### src/rtl/io_stage_if.sv
// io_stage_if: bus structs and handshake signals between EX, io_stage, WB, data SRAM and ID
//   ex_to_io_bus            EX -> IO instruction payload
//   io_allow_in             IO -> EX accept
//   wb_allow_in             WB -> IO accept
//   data_sram_data_ok       SRAM -> IO one-cycle read-data pulse
//   data_sram_rdata         SRAM -> IO read data
//   io_to_wb_bus            IO -> WB result and register-write control
//   io_to_id_back_pass_bus  IO -> ID forwarding and load-use pending flag
//   modports: master = surrounding pipeline side, slave = io_stage
interface io_stage_if;
   typedef struct packed {
      logic        valid;
      logic [31:0] program_count;
      logic [31:0] alu_result;
      logic        load_enabled;
      logic [2:0]  load_op;
      logic        register_file_write_enabled;
      logic [4:0]  register_file_address;
   } ex_to_io_t;
   typedef struct packed {
      logic        valid;
      logic [31:0] program_count;
      logic        register_file_write_enabled;
      logic [4:0]  register_file_address;
      logic [31:0] final_result;
   } io_to_wb_t;
   typedef struct packed {
      logic        valid;
      logic [4:0]  write_register;
      logic [31:0] write_data;
      logic        data_pending;
   } io_to_id_t;
   ex_to_io_t   ex_to_io_bus;
   logic        io_allow_in;
   logic        wb_allow_in;
   logic        data_sram_data_ok;
   logic [31:0] data_sram_rdata;
   io_to_wb_t   io_to_wb_bus;
   io_to_id_t   io_to_id_back_pass_bus;
   modport master (
      output ex_to_io_bus, wb_allow_in, data_sram_data_ok, data_sram_rdata,
      input  io_allow_in, io_to_wb_bus, io_to_id_back_pass_bus
   );
   modport slave (
      input  ex_to_io_bus, wb_allow_in, data_sram_data_ok, data_sram_rdata,
      output io_allow_in, io_to_wb_bus, io_to_id_back_pass_bus
   );
endinterface

### src/rtl/io_stage.sv
// io_stage: MIPS memory-response stage; waits for load data, extracts/extends it and hands results to WB
//   clock  stage clock
//   reset  synchronous, active-high
//   bus    io_stage_if.slave: EX payload in, IO/WB handshakes, SRAM response, WB bus and ID back-pass out
module io_stage (
   input  logic      clock,
   input  logic      reset,
   io_stage_if.slave bus
);
   typedef enum logic [1:0] {IDLE, WAIT_DATA, HOLD} state_t;
   state_t      state, state_next;
   logic        io_valid;
   logic [31:0] pc_r, alu_r, rdata_buffer;
   logic        load_r, we_r;
   logic [2:0]  op_r;
   logic [4:0]  addr_r;
   logic        data_ok, io_ready_go, allow_in;
   logic [31:0] load_src, load_data, final_result;
   logic [7:0]  byte_sel;
   logic [15:0] half_sel;
   // A data_ok outside WAIT_DATA is stray and must not disturb the stage
   assign data_ok     = bus.data_sram_data_ok && state == WAIT_DATA;
   assign io_ready_go = !load_r || data_ok || state == HOLD;
   assign allow_in    = !io_valid || (io_ready_go && bus.wb_allow_in);
   always_comb begin
      state_next = state;
      if (allow_in)
         state_next = bus.ex_to_io_bus.valid && bus.ex_to_io_bus.load_enabled ? WAIT_DATA : IDLE;
      else if (data_ok)
         state_next = HOLD;
   end
   always_ff @(posedge clock) begin
      if (reset) begin
         io_valid     <= 1'b0;
         state        <= IDLE;
         rdata_buffer <= 32'd0;
      end else begin
         state <= state_next;
         if (allow_in) io_valid <= bus.ex_to_io_bus.valid;
         if (data_ok && !allow_in) rdata_buffer <= bus.data_sram_rdata;
      end
   end
   always_ff @(posedge clock)
      if (allow_in && bus.ex_to_io_bus.valid) begin
         pc_r   <= bus.ex_to_io_bus.program_count;
         alu_r  <= bus.ex_to_io_bus.alu_result;
         load_r <= bus.ex_to_io_bus.load_enabled;
         op_r   <= bus.ex_to_io_bus.load_op;
         we_r   <= bus.ex_to_io_bus.register_file_write_enabled;
         addr_r <= bus.ex_to_io_bus.register_file_address;
      end
   // Halfword select ignores alu_result[0]; misalignment is trapped in EX
   always_comb begin
      load_src     = data_ok ? bus.data_sram_rdata : rdata_buffer;
      byte_sel     = load_src[{alu_r[1:0], 3'b000} +: 8];
      half_sel     = alu_r[1] ? load_src[31:16] : load_src[15:0];
      load_data    = op_r == 3'd1 ? {{24{byte_sel[7]}}, byte_sel}
                   : op_r == 3'd2 ? {24'd0, byte_sel}
                   : op_r == 3'd3 ? {{16{half_sel[15]}}, half_sel}
                   : op_r == 3'd4 ? {16'd0, half_sel}
                   : load_src;
      final_result = load_r ? load_data : alu_r;
   end
   assign bus.io_allow_in  = allow_in;
   assign bus.io_to_wb_bus = '{
      valid:                       io_valid && io_ready_go,
      program_count:               pc_r,
      register_file_write_enabled: we_r && io_valid,
      register_file_address:       addr_r,
      final_result:                final_result
   };
   assign bus.io_to_id_back_pass_bus = '{
      valid:          1'b1,
      write_register: io_valid && we_r ? addr_r : 5'd0,
      write_data:     final_result,
      data_pending:   io_valid && load_r && !io_ready_go
   };
endmodule
### src/flat_wrapper.sv
// flat-port wrapper written by rule: the top's interface ports become plain ports
module io_stage_flat 
  (clock, reset, bus_ex_to_io_bus, bus_wb_allow_in, bus_data_sram_data_ok, bus_data_sram_rdata, bus_io_allow_in, bus_io_to_wb_bus, bus_io_to_id_back_pass_bus);
  io_stage_if bus_i ();
  input  logic clock;
  input  logic reset;
  input wire logic [$bits(bus_i.ex_to_io_bus)-1:0] bus_ex_to_io_bus;
  input wire logic [$bits(bus_i.wb_allow_in)-1:0] bus_wb_allow_in;
  input wire logic [$bits(bus_i.data_sram_data_ok)-1:0] bus_data_sram_data_ok;
  input wire logic [$bits(bus_i.data_sram_rdata)-1:0] bus_data_sram_rdata;
  output wire logic [$bits(bus_i.io_allow_in)-1:0] bus_io_allow_in;
  output wire logic [$bits(bus_i.io_to_wb_bus)-1:0] bus_io_to_wb_bus;
  output wire logic [$bits(bus_i.io_to_id_back_pass_bus)-1:0] bus_io_to_id_back_pass_bus;
  assign bus_i.ex_to_io_bus = bus_ex_to_io_bus;
  assign bus_i.wb_allow_in = bus_wb_allow_in;
  assign bus_i.data_sram_data_ok = bus_data_sram_data_ok;
  assign bus_i.data_sram_rdata = bus_data_sram_rdata;
  assign bus_io_allow_in = bus_i.io_allow_in;
  assign bus_io_to_wb_bus = bus_i.io_to_wb_bus;
  assign bus_io_to_id_back_pass_bus = bus_i.io_to_id_back_pass_bus;
  io_stage u_core (.clock(clock), .reset(reset), .bus(bus_i));
endmodule
### config.mk
export PLATFORM = sky130hd
export DESIGN_NAME = io_stage_flat
export DESIGN_NICKNAME = d
export VERILOG_FILES = /design/src/rtl/io_stage_if.sv /design/src/rtl/io_stage.sv /design/src/flat_wrapper.sv
export SDC_FILE = /design/constraint.sdc
export NUM_CORES = 1
export LEC_CHECK = 0
export BUFFER_PORTS_ARGS = -buffer_cell sky130_fd_sc_hd__buf_2
export CAP_MARGIN = 10
export CORE_ASPECT_RATIO = 1.75
export CORE_UTILIZATION = 25
export DETAILED_ROUTE_END_ITERATION = 8
export GPL_TIMING_DRIVEN = 0
export HOLD_SLACK_MARGIN = 0.06
export PLACE_DENSITY = 0.52
export SLEW_MARGIN = 20
export SYNTH_ARGS = -nofsm -noshare
export SYNTH_HDL_FRONTEND = slang
export SYNTH_SLANG_ARGS = --single-unit
### constraint.sdc
create_clock -name clock -period 3.2 [get_ports clock]
set_input_delay 0.16 -clock clock [delete_from_list [all_inputs] [get_ports clock]]
set_output_delay 0.16 -clock clock [all_outputs]
set_load 0.1 [all_outputs]
==> results of run 1 <==
## sequential cells by signal, summed over array words and instances (netlist names)
name,flops
u_core.addr_r,5
u_core.alu_r,32
u_core.io_valid,1
u_core.load_r,1
u_core.op_r,3
u_core.pc_r,32
u_core.rdata_buffer,32
u_core.state,2
u_core.we_r,1
## per-layer routing
layer	up-vias	wire [um]	GRT usage (%)
li1	2335	-	-
met1	2256	6770	17.3
met2	134	10300	32.7
met3	30	570	2.01
met4	0	619	8.72
met5	-	0	0
## path summary, 6_finish.rpt
check                           slack, ns  cells past startpoint                     from                      end
worst max-delay path                 0.06                      8           u_core.op_r[1]      bus_io_to_wb_bus[9]
worst max register to register       0.93                      6          u_core.state[1]  u_core.rdata_buffer[27]
worst min-delay path                 0.07                      3  bus_data_sram_rdata[10]  u_core.rdata_buffer[10]
worst min register to register       0.46                      2  u_core.rdata_buffer[28]  u_core.rdata_buffer[28]
## cells in the final DEF (no fill, tap or decap), types with 15 or more instances in the layout
master         synthesis  final
buf_2                  4    217
a21oi_1               38     38
nand2_1               85     85
edfxtp_1              74     74
clkbuf_1              23     23
o22a_1                23     23
buf_4                 33     33
dfxtp_1               35     35
mux2i_1               29     29
o21ai_0               15     15
dlygate4sd3_1          0     96
## through the flow
| step | cell area [um^2] | setup slack [ns] | std cells |
|---|---|---|---|
| final | 7960 | 0.0637 | 1048 |
| after detailed placement | 6660 | 0.451 | 936 |
| after floorplan | 5230 | 0.201 | 468 |
| after CTS | 7940 | 0.0411 | 1048 |
| after global placement | 6630 | 0.413 | 935 |
| after global routing | 7960 | 0.000109 | 1048 |
## cell families (layout without fill, tap and decap cells)
group / count (synthesis) / in the layout / share of synthesized area (%)
compound gates: 112 / 112 / 14.5
other cells: 1 / 1 / 0.0722
mux: 42 / 42 / 9.06
simple gates: 133 / 133 / 11.6
xor+xnor: 2 / 2 / 0.337
flops: 109 / 109 / 56.3
buf+inv: 69 / 401 / 8.05
## power groups by stage
stage | Clock, uW | Combinational, uW | Sequential, uW
6_report | 1220 | 1350 | 1600
5_1_grt | 1300 | 1400 | 1610
4_1_cts | 1250 | 1350 | 1600
3_5_place_dp | 0 | 1250 | 1640
3_3_place_gp | 0 | 1240 | 1640
2_1_floorplan | 0 | 800 | 1830
## critical path, stage by stage, from the launching register on
cell and delay [ns]:
edfxtp_1 0.50, or2_1 0.36, a211oi_2 0.33, buf_2 0.29
mux2i_1 0.11, o22ai_1 0.31, o22a_1 0.21, buf_4 0.11
buf_2 0.41
## final cells by class
type / instances / area [um^2] / area share, %
plain buffers: 65 / 404 / 5.08
clock buffers: 10 / 229 / 2.88
clock inverters: 6 / 87.6 / 1.10
inverters: 4 / 15.0 / 0.189
multi-input cells: 290 / 1890 / 23.8
flip-flops and latches: 109 / 2920 / 36.7
well taps: 248 / 310 / 3.90
repair buffers: 316 / 2100 / 26.4
## repair_timing
item	4_1_cts	5_1_grt
hold endpoints to repair	96	0
resized for setup	0	9
endpoints found under the setup margin	0	15
hold buffers	96	0
==> results.md, run 1 <==
STA:
- The number of slew-limit violations in the final report was 0.
- The minimum clock period is 3.14 ns.
- The worst-case hold slack is 0.0715 ns.
- Timing would allow up to around 0.32 GHz.
- Setup repair after global routing left no endpoint under its margin.
- The count of final hold-check violations came to 0.
- The pin slew with the least headroom to its limit is 0.767 ns.
- Measured against its own limit, the worst slew margin works out to 48.9%.
- Summed over all failing endpoints, the final setup total negative slack is 0 ns.
- The maximum clock skew at final layout is 0.0108 ns.
- Setup violations remaining at the end of the flow were counted as 0.
- The part of the cycle the worst path needs is between 90% and 100%.

Power:
- The fraction of power spent switching nets is a little under two fifths.
- The share of total power in sequential cells is a little under two fifths.
- Power spread over the standard cell area amounts to 524 mW/mm^2.
- Summed over all cells, the static leakage comes to 0.00326 uW.
- The worst ir drop on vdd is between 200 and 300 uV.
- The design draws 4170 uW.
- The fraction of power consumed by the clock network is 29.2%.
- In this run, the combinational gates consume 32.4% of the power.
- Summed over all nets, the switching power comes to 1590 uW.
- Cell internal power was estimated by the tool at 2580 uW.

Worst setup path:
- The setup path with the least slack is of type flip-flop to output port.
- At the worst endpoint, the arrival time is 2.98 ns.
- The kind of launch point of the worst setup path is a flip-flop.
- Of all nets on the critical path, the largest fanout is 10.
- The required time at the endpoint of the critical path is 3.04 ns.
- The nature of the critical path endpoint is an output port.

Global routing:
- After global routing the overflow that remains totals 0.
- The first global-routing pass estimated 26.6 mm of wire.
- The via count of the first global-routing pass came to 4,708.
- The pin count of the biggest net entering global routing is 48.
- Global routing used between 10% and 20% of the available tracks.
- The initial antenna violation count is 0.

Detailed routing:
- The starting DRC count in detailed routing is 167.
- The wire length per cell after detailed routing is 17.4 um.
- The DRC violation count after routing is 0.
- The pre-antenna-repair detailed-routing pass consisted of 4 iterations.
- Detailed routing inserted a total of 4,755 vias.
- The detailed-route wire length is roughly 18 mm.
- The number of antenna-violating nets in the routed design is 0.
- The detailed-route vias per instance is ~4.5.

Floorplan:
- The floorplan has 69 rows.
- The die extent in y is 193 um.
- The width of the die is roughly 110 um.
- Once the floorplan was initialized, standard cells occupied 25.6% of the core.
- The I/O pin count is ~220.
- The floorplan die area is 0.0214 mm^2.
- The area of the core is 0.0203 mm^2.

Placement:
- The placer's final routability congestion estimate is 0.829.
- Input and output buffers added on the ports amount to 219.
- Summed over all nets, the half-perimeter wirelength after detailed placement is roughly 14 mm.

Synth:
- In the synthesized netlist the dominant register cell turns out to be edfxtp_1.
- The fraction of synthesized cell area taken by the top area cell type is 42.8%.
- The fraction of registers with async set or reset after synthesis is 0%.
- In the post-synthesis netlist, the biggest area contributors are edfxtp_1 (43%), dfxtp_1 (13%), nand2_1 (6.1%).
- Synthesis produced a netlist whose cell count is 468.
- The warning count from the yosys run is 0.
- When the netlist entered floorplanning its net count stood at a little under 600.
- The number of flops mapped to enable cells by yosys is between 70 and 80.
- The number of unique standard cell types used by synthesis is 57.
- The share of the yosys chip area belonging to registers is 56.3%.
- The mean instance size in the synthesized netlist is 11.1 um^2.
- The most common cell in the synthesized netlist is nand2_1.
- The commonest cells after synthesis are nand2_1 (85), edfxtp_1 (74), a21oi_1 (38), dfxtp_1 (35), buf_4 (33).
- The library cell occupying the most area in the post-synthesis netlist is edfxtp_1.
- The cell area that synthesis handed to floorplanning was 0.00519 mm^2.
- The number of storage elements in the synthesis netlist is 109.

Clock tree:
- The cell sitting at the root of the clock tree is a clkbuf_16.
- Clock tree synthesis found a total of around 110 sinks.
- The depth of the CTS H-tree is 3.
- The number of buffers between clock root and the deepest sink is 2.
- The clock latency at the later pin of the worst-skew pair is 0.36 ns.
- Clock-pin slew was measured on the worst setup and hold paths at ~0.08 ns.
- The number of buffers created by CTS is 9.
- The post-CTS setup-driven buffer insertion count is 0.
- TritonCTS built the clock tree.

Final layout:
- The post-route netlist has 37.8% of its cells at a drive strength greater than 1.
- 0 antenna diodes ended up in the layout.
- The layout filler cell count is 1,999.
- After the last flow step, the layout net total stands at a little over 900.
- The share of the core filled with cells is 39.2%.
- The area added between synthesis and finish is 53.4%.

Job:
- Max-cap violations in this run came to 0.

Worst hold path:
- The classification of the worst-slack hold path is primary input to flip-flop.

Outcome:
- The flow ran to the end, and the final reports show no timing, DRC or antenna violations.
Note: power is estimated with default switching activity, not from simulation.
==> run 2, diff against run 1 <==
--- a/config.mk
+++ b/config.mk
@@ -5,12 +5,12 @@
 export SDC_FILE = /design/constraint.sdc
 export NUM_CORES = 1
 export LEC_CHECK = 0
-export BUFFER_PORTS_ARGS = -buffer_cell sky130_fd_sc_hd__buf_2
+export ABC_AREA = 1
+export BUFFER_PORTS_ARGS = -buffer_cell sky130_fd_sc_hd__buf_4
 export CAP_MARGIN = 10
 export CORE_ASPECT_RATIO = 1.75
 export CORE_UTILIZATION = 25
 export DETAILED_ROUTE_END_ITERATION = 8
-export GPL_TIMING_DRIVEN = 0
 export HOLD_SLACK_MARGIN = 0.06
 export PLACE_DENSITY = 0.52
 export SLEW_MARGIN = 20
==> run 2 against run 1 <==
Register-to-register slack improved by 0.26 ns. Clock power barely moved. Global-route usage fell by 0.62 points. Cell count rose by 17%. Non-clock buffer count fell by 79. First-iteration DRC count rose by 17%.
==> results.md, run 2 <==
Final layout:
- Relative to the synthesized area, the layout overhead comes to 49.3%.
- The area taken by flip-flops and latches is 0.00292 mm^2 (unchanged).
- The share of cells above drive strength 1 came to 27.9% (-9.9 points).
- The share of the core filled with cells is 38.2% (-0.99 points).
- The library cell used most frequently in the layout, excluding fill and tap cells, is nand2_1.
- The layout filler cell count is 2,214 (+11%).
- The cell area after layout is 0.00826 mm^2 (+3.7%).
- The largest registers in the layout are u_core.alu_r (32), u_core.pc_r (32), u_core.rdata_buffer (32).
- The final-stage net count is 1,035 (+14%).
- The library cells used most frequently in the layout, excluding fill and tap cells, are nand2_1 (248), buf_4 (226), dlygate4sd3_1 (75).
- The number of inserted diodes is 0 (unchanged).
- The area of the multi-input gates is 0.00194 mm^2 (+2.4%).

Global routing:
- The pin count of the biggest net entering global routing came to 63 (+31%).
- The via count of the first global-routing pass came to 5,079 (+7.9%).
- The final global-route overflow total is 0 (unchanged).
- The first-pass GRT wire length is 27.2 mm (+2.3%).
- The initial antenna violation count is 0 (unchanged).
- The met3 capacity usage during global routing came to 2.38% (+0.37 points).
- The global routing stage identified its most utilized layer as met2.
- The met1 track demand over resource in global routing came to 17.5% (+0.22 points).
- The routing usage on met2 was 29.4% (-3.3 points).
- The total routing usage reported by global routing was 16.1% (-0.62 points).

Clock tree:
- The clock-pin slew reported for the worst setup and hold paths after clock tree synthesis is 0.08 ns (about the same).
- The post-cts resize count is 0 (unchanged).
- The clock latency at the later pin of the worst-skew pair came to 0.36 ns (about the same).
- The number of buffers created by CTS is 9 (unchanged).
- The number of clock sinks is 109 (unchanged).
- The number of buffers between clock root and the deepest sink was 2 (unchanged).
- The tree is rooted in a clkbuf_16.
- TritonCTS built the clock tree.
- The depth of the CTS H-tree is 3 (unchanged).

Detailed routing:
- The first-pass detailed-route iteration total is 5 (+1).
- The DRC violation count after routing is 0 (unchanged).
- The wire length per cell after detailed routing came to 14.8 um (-15%).
- The number of antenna-violating nets in the routed design is 0 (unchanged).
- The detailed-route vias per instance is 4.18 (-8.0%).
- The starting DRC count in detailed routing is 195 (+17%).
- The detailed-route wire length came to 18.0 mm (-1.4%).
- The via total after detailed routing was 5,098 (+7.2%).

Worst setup path:
- The nature of the critical path endpoint is an output port.
- The standard cell with the maximum stage delay on the critical path is inv_1.
- The library cell appearing most often on the critical path is nand2_1.
- In this run the critical register-to-register path is captured at u_core.alu_r[19].
- The number of cells on the worst reg-to-reg path is 7 (+1).
- The required time at the endpoint of the critical path is 3.04 ns (about the same).
- The worst path buffer plus inverter count is 3 (unchanged).
- The signal on the critical path passes through inv_1 -> nand3_1 -> nand2_1 -> inv_1 -> o21bai_1 -> nand2_1 -> nand2_1 -> nand2_1 -> nand2_1 -> nand2_1 -> buf_4.
- The worst reg-to-reg setup slack is 1.19 ns (+0.26 ns).
- The critical path's largest stage delay came to 0.71 ns (+0.21 ns).
- The worst-path maximum fanout is 32 (+22).
- The depth of the critical timing path with buffers and inverters included is 11 (+3).
- On the critical path the largest part of the delay comes from buffers and inverters.
- The launch instance of the worst register-to-register path is u_core.state[1].
- The kind of launch point of the worst setup path is a flip-flop.
- The category of the most critical setup path is flip-flop to output port.
- The worst path arrival time is 2.70 ns (-0.28 ns).

Job:
- The number of maximum-capacitance violations is 0 (unchanged).

Synth:
- The number of storage elements in the synthesis netlist is 109 (unchanged).
- The number of nets in the synthesized netlist is 788 (+36%).
- The number of instances in the synthesized netlist is 677 (+45%).
- The most common cell in the synthesized netlist is nand2_1.
- Ranked by total cell area, the synthesized netlist is headed by edfxtp_1 (40%), nand2_1 (17%), dfxtp_1 (13%).
- The fraction of registers with async set or reset after synthesis is 0% (unchanged).
- The number of flops mapped to enable cells by yosys is 74 (unchanged).
- The commonest register cell after synthesis is edfxtp_1.
- The number of unique standard cell types used by synthesis came to 28 (-51%).
- The share of the yosys chip area belonging to registers is 52.9% (-3.4 points).
- The post-synthesis instance area is 0.00553 mm^2 (+6.5%).
- The warning count from the yosys run is 0 (unchanged).
- The biggest area contributor in the post-synthesis netlist is edfxtp_1.
- The mean instance size in the synthesized netlist was 8.17 um^2 (-26%).
- In the synthesized netlist, the cells that appear most often are nand2_1 (248), edfxtp_1 (74), inv_1 (63), o21ai_0 (52), nand3_1 (48).
- The fraction of synthesized cell area taken by the top area cell type is 40.2% (-2.6 points).

Floorplan:
- The placement row count was 71 (+2.9%).
- The area of the core is 0.0216 mm^2 (+6.4%).
- The die extent in y was 199 um (+3.2%).
- The I/O pin count was 222 (unchanged).
- The starting density of the core was 25.6% (about the same).
- The width of the die is 114 um (+3.1%).
- The floorplan die area is 0.0227 mm^2 (+6.4%).

Worst hold path:
- The path with the worst hold slack has its endpoint at u_core.rdata_buffer[31].
- The hold path startpoint is bus_data_sram_rdata[31].
- The classification of the worst-slack hold path is primary input to flip-flop.
- The worst hold path depth is 3 (unchanged).

STA:
- The part of the cycle the worst path needs is 89.4% (-8.6 points).
- The achievable frequency is 0.349 GHz (+9.6%).
- The number of slew-limit violations in the final report is 0 (unchanged).
- The final-report setup violation count is 0 (unchanged).
- The final total negative setup slack is 0 ns (unchanged).
- The minimum clock period is 2.86 ns (-0.274 ns).
- Setup repair after global routing left no endpoint under its margin.
- The count of final hold-check violations is 0 (unchanged).
- The worst max-slew margin expressed relative to the limit came to 38.1% (-11 points).
- The final setup slack of the worst path is 0.338 ns (+0.274 ns).
- The pin slew with the least headroom to its limit is 0.927 ns (+0.160 ns).
- The maximum clock skew at final layout is 0.0104 ns (-0.000353 ns).

Outcome:
- The run finished with clean final reports.

Power:
- The fraction of power consumed by the clock network is 28.3% (-0.9 points).
- The power dissipated by switching net loads was 1690 uW (+6.6%).
- The share of power burned in combinational logic is 33.9% (+1.5 points).
- The overall power is 4250 uW (+1.9%).
- The share of total power in sequential cells was 37.7% (-0.7 points).
- The fraction of power spent switching nets was 39.9% (+1.8 points).
- The internal power was 2560 uW (-1.0%).
- The power density over the cells is 515 mW/mm^2 (-1.8%).
- The worst ir drop on vdd came to 302 uV (+14%).
- The total leakage power is 0.00388 uW (+19%).

Placement:
- The half-perimeter wire length after placement came to 13.5 mm (-4.5%).
- The number of buffers inserted by port buffering is 220 (+0.46%).
- The placer's final routability congestion estimate came to 0.913 (+10%).
- The pre-CTS setup slack is 0.725 ns (+0.274 ns).
- The total placed instance area is 0.00719 mm^2 (+7.9%).
[run 2: cell count changes in the layout (fill, tap and decap cells not counted), moves of 21 or more]
| cell | before | now |
|---|---|---|
| buf_4 | 33 | 226 |
| nand3_1 | 5 | 48 |
| dlygate4sd3_1 | 96 | 75 |
| clkbuf_1 | 23 | 0 |
| inv_1 | 3 | 63 |
| mux2i_1 | 29 | 0 |
| nand2_1 | 85 | 248 |
| o22a_1 | 23 | 0 |
| o21ai_0 | 15 | 51 |
| buf_2 | 217 | 0 |
[run 2: stage by stage]
step                hold WS [ns]  std cells
floorplan                  0.229        677
global placement           0.338       1130
detailed placement         0.339       1130
CTS                       0.0761       1221
global route               0.104       1221
finish                    0.0828       1221
[run 2: timing repair]
action	4_1_cts	5_1_grt
hold buffers	75	0
endpoints found under the hold margin	79	0
setup buffers	0	0
[run 2: worst max-delay path by stage]
stage | startpoint | endpoint | slack, ns
detailed placement | u_core.op_r[1] | bus_io_to_id_back_pass_bus[7] | 0.73
floorplan | u_core.state[1] | u_core.addr_r[0] | 0.02
global placement | u_core.state[1] | bus_io_to_wb_bus[31] | 0.73
global route | u_core.op_r[1] | bus_io_to_wb_bus[6] | 0.05
finish | u_core.op_r[1] | bus_io_to_id_back_pass_bus[7] | 0.34
CTS | u_core.state[1] | bus_io_to_wb_bus[31] | 0.32
[run 2: final cells by class]
cell class                      count  share of cell area (%)
Sequential cell                   109                    35.4
Timing Repair Buffer              302                    29.9
Multi-Input combinational cell    437                    23.5
Tap cell                          292                    4.42
Inverter                           65                    2.95
Clock buffer                        9                    2.73
Clock inverter                      7                    1.12
[run 2: layer usage]
metal	vias to the layer above	share of wire, %
met5	-	0
met4	0	4.3
met3	37	3.5
met2	131	54
met1	2279	38
li1	2651	-
[run 2: cells by family after synthesis]
group | synth area share (%)
buf+inv | 12.3
compound gates | 10.5
other cells | 0.0678
simple gates | 24.3
flops | 52.9
[run 2: power groups by stage]
stage          combinational, uW  sequential [uW]  clock [uW]
6_report                    1440             1600        1200
5_1_grt                     1510             1610        1280
4_1_cts                     1450             1600        1240
3_5_place_dp                1370             1640           0
3_3_place_gp                1370             1640           0
2_1_floorplan                869             1840           0
[run 2: tightest hold or removal path: cells and delay by family]
| kind | cells | cell delay [ns] |
|---|---|---|
| AO/OA/AOI/OAI | 1 | 0.06 |
| buffers and inverters | 1 | 0.11 |
| AND/OR/NAND/NOR | 1 | 0.07 |
==> run 3, diff against run 2 <==
--- a/config.mk
+++ b/config.mk
@@ -12,7 +12,7 @@
 export CORE_UTILIZATION = 25
 export DETAILED_ROUTE_END_ITERATION = 8
 export HOLD_SLACK_MARGIN = 0.06
-export PLACE_DENSITY = 0.52
+export PLACE_DENSITY_LB_ADDON = 0.1
 export SLEW_MARGIN = 20
 export SYNTH_ARGS = -nofsm -noshare
 export SYNTH_HDL_FRONTEND = slang
==> run 3 against run 2 <==
Routed wire length down 0.28%. Sequential power about the same. Critical path depth did not move. Die area unchanged. Non-clock buffer count increased by 3. Clock power down 3%. Clock-buffer cell count unchanged. Setup slack got worse by 0.041 ns. Sequential share of layout area barely moved. Maximum frequency down 1.4%. Critical path type unchanged. Highest routed layer unchanged.
==> results.md, run 3 (synthesis gave the netlist of run 2 again) <==
Placement:
- The half-perimeter wire length after placement is 13.4 mm (-0.54%).
- The number of buffers inserted by port buffering is 220 (unchanged).
- The placer's final routability congestion estimate came to 0.954 (+4.5%).

Worst setup path:
- The category of the most critical setup path is flip-flop to output port.
- The critical path's largest stage delay came to 0.42 ns (-0.29 ns).
- The required time at the endpoint of the critical path is 3.04 ns (about the same).
- STA classifies the critical path endpoint as an output port.
- In this design, the critical path's most frequently occurring cell is nand2_1.
- The slowest stage of the critical path belongs to the cell edfxtp_1.
- Grouping stages by cell kind, the critical path spends the most delay in simple AND/OR/NAND/NOR gates.
- Traced cell by cell, the critical path runs through inv_1 -> nand3_1 -> nand2_1 -> clkinvlp_4 -> o21bai_1 -> nand2_1 -> nand2_1 -> nand2_1 -> nand2_1 -> nand2_1 -> buf_4.
- The worst-path maximum fanout was 16 (-50%).
- The worst path buffer plus inverter count came to 3 (unchanged).
- The worst setup path is launched from a flip-flop.
- The worst path arrival time is 2.74 ns (+0.04 ns).

Global routing:
- The final global-route overflow total is 0 (unchanged).
- The initial antenna violation count came to 0 (unchanged).
- The first-pass GRT wire length is 27.1 mm (about the same).
- The via count of the first global-routing pass is 5,100 (+0.41%).
- The total routing usage reported by global routing is 15.9% (-0.23 points).
- The pin count of the biggest net entering global routing was 76 (+21%).

Final layout:
- The share of cells above drive strength 1 came to 28.1% (+0.26 points).
- The area growth from synthesis to layout is 49.5%.
- The share of the core filled with cells is 38.3% (+0.041 points).
- The largest registers in the layout are u_core.alu_r (32), u_core.pc_r (32), u_core.rdata_buffer (32).
- Leaving out fill and tap cells, the most frequent cells in the layout are nand2_1 (248), buf_4 (229), dlygate4sd3_1 (75).
- The number of inserted diodes came to 0 (unchanged).
- The final-stage net count is 1,039 (+0.39%).
- The most common cell after layout, fill and taps aside is nand2_1.

STA:
- The count of final hold-check violations is 0 (unchanged).
- The number of slew-limit violations in the final report was 0 (unchanged).
- The minimum clock period is 2.90 ns (+0.0414 ns).
- The final-report setup violation count is 0 (unchanged).
- Setup repair after global routing left no endpoint under its margin.
- The achievable frequency came to 0.344 GHz (-1.4%).
- The maximum clock skew at final layout is 0.00605 ns (-0.00437 ns).
- The worst max-slew margin expressed relative to the limit was 37.6% (-0.55 points).
- The final total negative setup slack is 0 ns (unchanged).
- The pin slew with the least headroom to its limit is 0.927 ns (-0.000525 ns).
- The part of the cycle the worst path needs is 90.7% (+1.3 points).

Detailed routing:
- The number of antenna-violating nets in the routed design is 0 (unchanged).
- The detailed-route vias per instance is 4.24 (+1.4%).
- The first-pass detailed-route iteration total is 4 (-1).
- The via total after detailed routing came to 5,180 (+1.6%).
- The wire length per cell after detailed routing was 14.7 um (-0.44%).
- The DRC violation count after routing is 0 (unchanged).
- The detailed-route wire length came to 18.0 mm (-0.28%).
- The starting DRC count in detailed routing came to 192 (-1.5%).

Clock tree:
- The post-CTS setup-driven buffer insertion count is 0 (unchanged).
- The number of clock sinks is 109 (unchanged).
- The number of buffers between clock root and the deepest sink was 2 (unchanged).
- The root buffer cell is clkbuf_16.
- The depth of the CTS H-tree is 3 (unchanged).
- The clock-pin slew reported for the worst setup and hold paths after clock tree synthesis is 0.08 ns (about the same).
- The number of buffers created by CTS is 9 (unchanged).
- TritonCTS built the clock tree.
- The clock latency at the later pin of the worst-skew pair is 0.35 ns (about the same).

Floorplan:
- The starting density of the core was 25.6% (unchanged).
- The area of the core is 0.0216 mm^2 (unchanged).
- The width of the die is 114 um (unchanged).
- The die extent in y is 199 um (unchanged).
- The placement row count is 71 (unchanged).
- The I/O pin count is 222 (unchanged).
- The floorplan die area is 0.0227 mm^2 (unchanged).

Outcome:
- The flow ran to the end, and the final reports show no timing, DRC or antenna violations.

Power:
- The power density over the cells is 510 mW/mm^2 (-1.1%).
- The total leakage power is 0.00389 uW (about the same).
- The worst ir drop on vdd was 301 uV (-0.39%).

Worst hold path:
- The classification of the worst-slack hold path is primary input to flip-flop.

Job:
- The number of maximum-capacitance violations is 0 (unchanged).
## run 3: cell types whose count changed in the layout (fill, tap and decap cells not counted)
cell        before  now
inv_6            3    1
buf_4          226  229
clkinv_8         1    0
inv_8            1    2
clkinvlp_2       0    1
clkinvlp_4       0    1
inv_1           63   62
## run 3: metal layers
layer	routed length [um]	global-route usage, %	vias to the layer above
met5	0	0	-
met4	484	6.88	0
li1	-	-	2654
met1	7070	17.7	2324
met3	834	2.53	26
met2	9580	29.3	176
## run 3: cell type report
cell class,instances,area (um^2)
repair buffers,305,2490
flip-flops and latches,109,2920
inverters,65,248
fillers,2241,13300
repair inverters,1,5.00
well taps,292,365
multi-input cells,437,1940
clock buffers,9,225
clock inverters,5,70.1
## run 3: path summary, 6_finish.rpt
check                          start                       endpoint  slack (ns)  depth (start not counted)
min reg2reg  u_core.rdata_buffer[11]        u_core.rdata_buffer[11]        0.45                          2
min          bus_data_sram_rdata[10]        u_core.rdata_buffer[10]        0.09                          3
max reg2reg          u_core.state[1]               u_core.alu_r[21]        1.10                          6
max                   u_core.op_r[1]  bus_io_to_id_back_pass_bus[7]        0.30                         11
## run 3: through the flow
step / cells / setup slack [ns] / power (uW) / hold slack, ns / area, um^2
2_1_floorplan: 677 / 0.0167 / 2700 / 0.229 / 5540
3_3_place_gp: 1133 / 0.673 / 3020 / 0.338 / 7210
3_5_place_dp: 1133 / 0.641 / 3010 / 0.339 / 7210
4_1_cts: 1222 / 0.234 / 4270 / 0.0788 / 8260
5_1_grt: 1223 / 0.0626 / 4360 / 0.0967 / 8270
6_report: 1223 / 0.296 / 4210 / 0.0895 / 8270
## run 3: worst register-to-register path: cells and delay by family (launching register included)
kind	cells	cell delay (ns)
simple gates	3	0.73
buf+inv	2	0.44
flops	1	0.34
compound gates	1	0.15
## run 3: repair_timing
| item | CTS | global route |
|---|---|---|
| endpoints found under the setup margin | 0 | 6 |
| gates resized for setup | 0 | 1 |
| hold buffers | 75 | 0 |
| hold endpoints to repair | 79 | 0 |
## run 3: where the power goes
part	internal, uW	leakage (uW)	total (uW)	switching [uW]
clock	615	0.000146	1160	544
sequential	1580	0.000993	1600	22.0
combinational	351	0.00275	1450	1100
